File: src/rtl/mcs6530_bus_pkg.sv
// Shared types and constants for the mcs6530 bus master and its address encoder.
package mcs6530_bus_pkg;

  typedef enum logic [1:0] {
    REG_ROM   = 2'd0,
    REG_RAM   = 2'd1,
    REG_IO    = 2'd2,
    REG_TIMER = 2'd3
  } region_t;

  typedef enum logic [1:0] {
    ERR_OK      = 2'd0,
    ERR_TIMEOUT = 2'd1,
    ERR_ROM_WR  = 2'd2
  } err_t;

  typedef enum logic [1:0] {
    ST_IDLE   = 2'd0,
    ST_ACCESS = 2'd1,
    ST_WAIT   = 2'd2,
    ST_RESP   = 2'd3
  } state_t;

  // A[9:6] bases for the 6530-003 RAM and I/O-timer windows
  localparam logic [3:0] RAM_BASE = 4'b1110;
  localparam logic [3:0] IOT_BASE = 4'b1100;

endpackage

File: src/rtl/mcs6530_addr_encode.sv
// Maps a region + offset onto the 6530-003 pin encoding (A, RS0, CS1).
module mcs6530_addr_encode
  import mcs6530_bus_pkg::*;
(
  input  region_t     region,
  input  logic [9:0]  offset,
  output logic [9:0]  a,
  output logic        rs0,
  output logic        cs1
);

  // Region decode; offset bits outside each window are dropped
  always_comb begin
    a   = 10'h000;
    rs0 = 1'b1;
    cs1 = 1'b1;
    case (region)
      REG_ROM: begin
        a   = offset;
        rs0 = 1'b0;
        cs1 = 1'b1;
      end
      REG_RAM: begin
        a   = {RAM_BASE, offset[5:0]};
        rs0 = 1'b1;
        cs1 = 1'b0;
      end
      REG_IO: begin
        a   = {IOT_BASE, 3'b000, 1'b0, offset[1:0]};
        rs0 = 1'b1;
        cs1 = 1'b0;
      end
      REG_TIMER: begin
        a   = {IOT_BASE, 2'b00, offset[2], 1'b1, offset[1:0]};
        rs0 = 1'b1;
        cs1 = 1'b0;
      end
      default: begin
        a   = 10'h000;
        rs0 = 1'b1;
        cs1 = 1'b1;
      end
    endcase
  end

endmodule

File: src/rtl/mcs6530_bus_master.sv
// Single-outstanding bus initiator driving the mcs6530 pins from a
// valid/ready command channel and returning a valid/ready response.
module mcs6530_bus_master
  import mcs6530_bus_pkg::*;
#(
  parameter int TIMEOUT_CYCLES = 4,
  parameter int TMO_W          = 8
) (
  input  logic        phi2,
  input  logic        rst,
  input  logic        cmd_valid,
  output logic        cmd_ready,
  input  logic        cmd_we,
  input  logic [1:0]  cmd_region,
  input  logic [9:0]  cmd_offset,
  input  logic [7:0]  cmd_wdata,
  output logic        rsp_valid,
  input  logic        rsp_ready,
  output logic [7:0]  rsp_rdata,
  output logic [1:0]  rsp_err,
  output logic [9:0]  bus_a,
  output logic [7:0]  bus_wdata,
  output logic        bus_we_n,
  output logic        bus_rs0,
  output logic        bus_cs1,
  input  logic [7:0]  bus_rdata,
  input  logic        bus_oe
);

  localparam logic [TMO_W-1:0] TMO_LAST = TMO_W'(TIMEOUT_CYCLES - 1);

  state_t           state_r;
  logic             we_r;
  logic [TMO_W-1:0] tmo_cnt_r;
  region_t          region_s;
  logic [9:0]       enc_a_s;
  logic             enc_rs0_s;
  logic             enc_cs1_s;

  assign region_s = region_t'(cmd_region);

  mcs6530_addr_encode u_enc (
    .region (region_s),
    .offset (cmd_offset),
    .a      (enc_a_s),
    .rs0    (enc_rs0_s),
    .cs1    (enc_cs1_s)
  );

  // Transaction FSM; every pin and response field is registered here
  always_ff @(posedge phi2) begin
    if (rst) begin
      state_r   <= ST_IDLE;
      we_r      <= 1'b0;
      tmo_cnt_r <= '0;
      cmd_ready <= 1'b0;
      rsp_valid <= 1'b0;
      rsp_rdata <= 8'h00;
      rsp_err   <= ERR_OK;
      bus_a     <= 10'h000;
      bus_wdata <= 8'h00;
      bus_we_n  <= 1'b1;
      bus_rs0   <= 1'b1;
      bus_cs1   <= 1'b1;
    end else begin
      case (state_r)
        ST_IDLE: begin
          cmd_ready <= 1'b1;
          if (cmd_valid && cmd_ready) begin
            cmd_ready <= 1'b0;
            we_r      <= cmd_we;
            if (cmd_we && (region_s == REG_ROM)) begin
              // ROM is read-only: answer at once without touching the bus
              state_r   <= ST_RESP;
              rsp_valid <= 1'b1;
              rsp_rdata <= 8'h00;
              rsp_err   <= ERR_ROM_WR;
            end else begin
              state_r   <= ST_ACCESS;
              bus_a     <= enc_a_s;
              bus_rs0   <= enc_rs0_s;
              bus_cs1   <= enc_cs1_s;
              bus_we_n  <= ~cmd_we;
              bus_wdata <= cmd_we ? cmd_wdata : 8'h00;
            end
          end
        end
        ST_ACCESS: begin
          if (we_r) begin
            // Responder captures the write on this closing edge
            state_r   <= ST_RESP;
            rsp_valid <= 1'b1;
            rsp_rdata <= 8'h00;
            rsp_err   <= ERR_OK;
            bus_a     <= 10'h000;
            bus_wdata <= 8'h00;
            bus_we_n  <= 1'b1;
            bus_rs0   <= 1'b1;
            bus_cs1   <= 1'b1;
          end else begin
            state_r   <= ST_WAIT;
            tmo_cnt_r <= '0;
          end
        end
        ST_WAIT: begin
          if (bus_oe || (tmo_cnt_r == TMO_LAST)) begin
            // Data arriving on the last allowed cycle still wins
            state_r   <= ST_RESP;
            rsp_valid <= 1'b1;
            rsp_rdata <= bus_oe ? bus_rdata : 8'h00;
            rsp_err   <= bus_oe ? ERR_OK : ERR_TIMEOUT;
            bus_a     <= 10'h000;
            bus_wdata <= 8'h00;
            bus_we_n  <= 1'b1;
            bus_rs0   <= 1'b1;
            bus_cs1   <= 1'b1;
          end else begin
            tmo_cnt_r <= tmo_cnt_r + TMO_W'(1);
          end
        end
        ST_RESP: begin
          if (rsp_ready) begin
            state_r   <= ST_IDLE;
            rsp_valid <= 1'b0;
            cmd_ready <= 1'b1;
          end else begin
            rsp_valid <= 1'b1;
          end
        end
        default: begin
          state_r   <= ST_IDLE;
          cmd_ready <= 1'b0;
          rsp_valid <= 1'b0;
          bus_a     <= 10'h000;
          bus_wdata <= 8'h00;
          bus_we_n  <= 1'b1;
          bus_rs0   <= 1'b1;
          bus_cs1   <= 1'b1;
        end
      endcase
    end
  end

endmodule

File: config.mk
export PLATFORM = sky130hd
export DESIGN_NAME = mcs6530_bus_master
export DESIGN_NICKNAME = d
export VERILOG_FILES = /design/src/rtl/mcs6530_bus_pkg.sv /design/src/rtl/mcs6530_addr_encode.sv /design/src/rtl/mcs6530_bus_master.sv
export SDC_FILE = /design/constraint.sdc
export NUM_CORES = 1
export LEC_CHECK = 0
export CORE_MARGIN = 10
export CORE_UTILIZATION = 48
export CTS_BUF_LIST = sky130_fd_sc_hd__clkbuf_8 sky130_fd_sc_hd__clkbuf_16
export CTS_CLUSTER_DIAMETER = 200
export DETAILED_ROUTE_END_ITERATION = 10
export PLACE_DENSITY = 0.78
export SLEW_MARGIN = 5
export SYNTH_ARGS = -nofsm -noshare
export SYNTH_HDL_FRONTEND = slang
export SYNTH_HIERARCHICAL = 1
export SYNTH_SLANG_ARGS = --single-unit
File: constraint.sdc
create_clock -name phi2 -period 2.4 [get_ports phi2]
set_input_delay 0.48 -clock phi2 [delete_from_list [all_inputs] [get_ports phi2]]
set_output_delay 0.48 -clock phi2 [all_outputs]
set_load 0.01 [all_outputs]
==> results.sh <==
export IMPL_grt_max_degree=22
export IMPL_final_nets=362
export IMPL_async_reset_ff_frac=0
export IMPL_worstMarginPinSlew_ns=0.408
export IMPL_pre_cts_ws_ns=-0.0164
export IMPL_arrival_ns=2.35
export IMPL_gp_congestion=0.815
export IMPL_fp_row_count=25
export IMPL_ys_types=53
export IMPL_dieArea_um2=8040
export IMPL_drc=0
export IMPL_slew_viol_final=0
export IMPL_fmax_mhz=470
export IMPL_start_kind="flip-flop"
export IMPL_yosysWarnings=6
export IMPL_min_path_type="flip-flop to flip-flop"
export IMPL_crit_family="simple AND/OR/NAND/NOR gates"
export IMPL_design_area_um2=3180
export IMPL_antennaDiodeCount=0
export IMPL_ios=67
export IMPL_die_y_um=89.7
export IMPL_grt_pass1_vias=2047
export IMPL_cts_sinks=44
export IMPL_syn_to_final_growth_pct=36.4
export IMPL_synth_edf_count=0
export IMPL_htree_levels=2
export IMPL_via_per_inst=5.19
export IMPL_worst_path_buf_inv=2
export IMPL_crit_type="flip-flop to flip-flop"
export IMPL_track_usage=0.157
export IMPL_cp_cell_sequence="inv_1, ha_1, or2b_1, a31oi_4, nor4_4, buf_4, mux2i_1"
export IMPL_wl_per_cell_um=15.3
export IMPL_globalRouteOverflowTotal=0
export IMPL_leakage_uw=0.00129
export IMPL_ir_drop_v=0.000485
export IMPL_wl_um=5950
export IMPL_slowest_stage="nor4_4"
export IMPL_p_per_area_nw_per_um2=871
export IMPL_antenna_found_initial=0
export IMPL_core_um2=4720
export IMPL_antenna_left=0
export IMPL_cts_tree="built"
export IMPL_drt_iter0_drc=43
export IMPL_post_cts_buffers=0
export IMPL_hold_violations=0
export IMPL_synth_net_count=291
export IMPL_synth_area_leaders="dfxtp_1, mux2i_1, nand2b_1, nand2_1, or3b_2"
export IMPL_critPathCaptureType="flip-flop"
export IMPL_start_util=0.493
export IMPL_avgSynthCellArea_um2=9.24
export IMPL_ys_seq_area_frac=0.378
export IMPL_cap_violations=0
export IMPL_port_buffers=66
export IMPL_cp_required_ns=2.63
export IMPL_path_clk_slew_ns=0.08
export IMPL_setup_ws_ns=0.274
export IMPL_clk_insertion_delay_late_ns=0.30
export IMPL_final_setup_skew_ns=0.00680
export IMPL_syn_area_um2=2330
export IMPL_cp_max_fo=11
export IMPL_fill_cells=392
export IMPL_cts_hold_buf=0
export IMPL_status="finished clean"
export IMPL_cts_root_buf="clkbuf_8"
export IMPL_cts_buffers=5
export IMPL_layout_min_cycle_time_ns=2.13
export IMPL_slew_headroom=0.728
export IMPL_die_x_um=89.7
export IMPL_max_stage_delay_ns=0.40
export IMPL_grt_pass1_wl_um=9940
export IMPL_yosys_area_top_type="dfxtp_1"
export IMPL_placed_cell_area_um2=3100
export IMPL_hpwl_um=4530
export IMPL_cts_buffer_depth=2
export IMPL_synthFlopType="dfxtp_1"
export IMPL_drive_gt1_frac=0.133
export IMPL_fin_crit_sh=0.886
export IMPL_ys_seq_elements=44
export IMPL_synth_top_cell_area_share=0.378
export IMPL_rsz0062_at_grt="no"
export IMPL_postSynthCellCount=252
export IMPL_num_vias=2023
export IMPL_drt_pass1_iterations=4
export IMPL_cts_resized=0
export IMPL_setup_viol=0
[kinds of logic (layout without fill, tap and decap cells)]
family          Yosys count  count (layout)  synth area share
buf+inv                  22              93            0.0473
flops                    44              44             0.378
fa+ha+maj                 5               5            0.0269
xor+xnor                  1               1           0.00376
mux                      33              33             0.147
compound gates           32              32             0.106
simple gates            115             115             0.292
[layout by cell type, fill, tap and decap left out, drive strengths merged, types with 2 or more instances in the layout]
master         instances
clkdlybuf4s50         66
dfxtp                 44
mux2i                 30
nand2b                27
nand2                 25
nor2                  14
buf                   12
or3b                   9
inv                    8
a21oi                  6
and2b                  6
nand3                  5
o21ai                  5
and3                   5
ha                     5
clkbuf                 5
nor3                   5
o21a                   4
o31ai                  3
or3                    3
and2                   3
mux2                   3
or4                    2
a31o                   2
nand3b                 2
a221oi                 2
or2                    2
a21boi                 2
a31oi                  2
[layer usage]
layer,vias up,GRT usage,part of all wire
met5,-,0,0
met4,0,0.0535,0.014
li1,1015,-,-
met3,9,0.0839,0.10
met2,48,0.251,0.47
met1,951,0.175,0.42
[Yosys cell counts, drive strengths merged (6+ instances only)]
master,count
dfxtp,44
mux2i,30
nand2b,27
nand2,25
nor2,14
or3b,9
buf,8
inv,8
a21oi,6
and2b,6
clkbuf,6
[area by class of cell]
type	count	area, um^2	area share
Clock buffer	5	68.8	0.0217
Sequential cell	44	881	0.277
Inverter	8	30.0	0.00945
Multi-Input combinational cell	186	1340	0.421
Clock inverter	2	12.5	0.00394
Timing Repair Buffer	78	763	0.240
Tap cell	67	83.8	0.0264
[tightest hold or removal path, delay by kind of cell, from the launching register on]
family	cells	cell delay, ns
mux	1	0.06
simple gates	1	0.06
flops	1	0.32
[where the power goes]
group / internal [uW] / total, uW / switching, uW / leakage, uW
combinational: 705 / 1390 / 683 / 0.000895
sequential: 851 / 932 / 81.0 / 0.000357
clock: 197 / 449 / 252 / 0.0000400
total: 1750 / 2770 / 1020 / 0.00129
[sequential cells by signal, summed over array words and instances, names as in the netlist]
name       count
rsp_rdata      8
bus_cs1        1
rsp_valid      1
cmd_ready      1
bus_a         10
tmo_cnt_r      8
bus_rs0        1
we_r           1
state_r        2
rsp_err        2
bus_we_n       1
bus_wdata      8
[stage by stage]
stage | cells | utilization | hold slack [ns] | power [uW] | setup TNS [ns]
after floorplan | 252 | - | 0.451 | 1860 | 0
after global placement | 383 | 0.656 | 0.444 | 2310 | 0
after detailed placement | 383 | 0.656 | 0.458 | 2330 | -0.0480
after CTS | 390 | 0.673 | 0.478 | 2790 | 0
after global routing | 390 | 0.673 | 0.487 | 2970 | 0
final | 390 | 0.673 | 0.476 | 2770 | 0
[final timing paths]
| check | from | endpoint | slack, ns | cells after the start |
|---|---|---|---|---|
| max | state_r[0]$_SDFFE_PP0P_ | rsp_rdata[0]$_SDFFE_PP0P_ | 0.27 | 7 |
| min | bus_wdata[1]$_SDFFE_PP0P_ | bus_wdata[1]$_SDFFE_PP0P_ | 0.48 | 2 |
| max reg2reg | state_r[0]$_SDFFE_PP0P_ | rsp_rdata[0]$_SDFFE_PP0P_ | 0.27 | 7 |
| min reg2reg | bus_wdata[1]$_SDFFE_PP0P_ | bus_wdata[1]$_SDFFE_PP0P_ | 0.48 | 2 |
No activity file was read; power rests on OpenSTA's default activity.
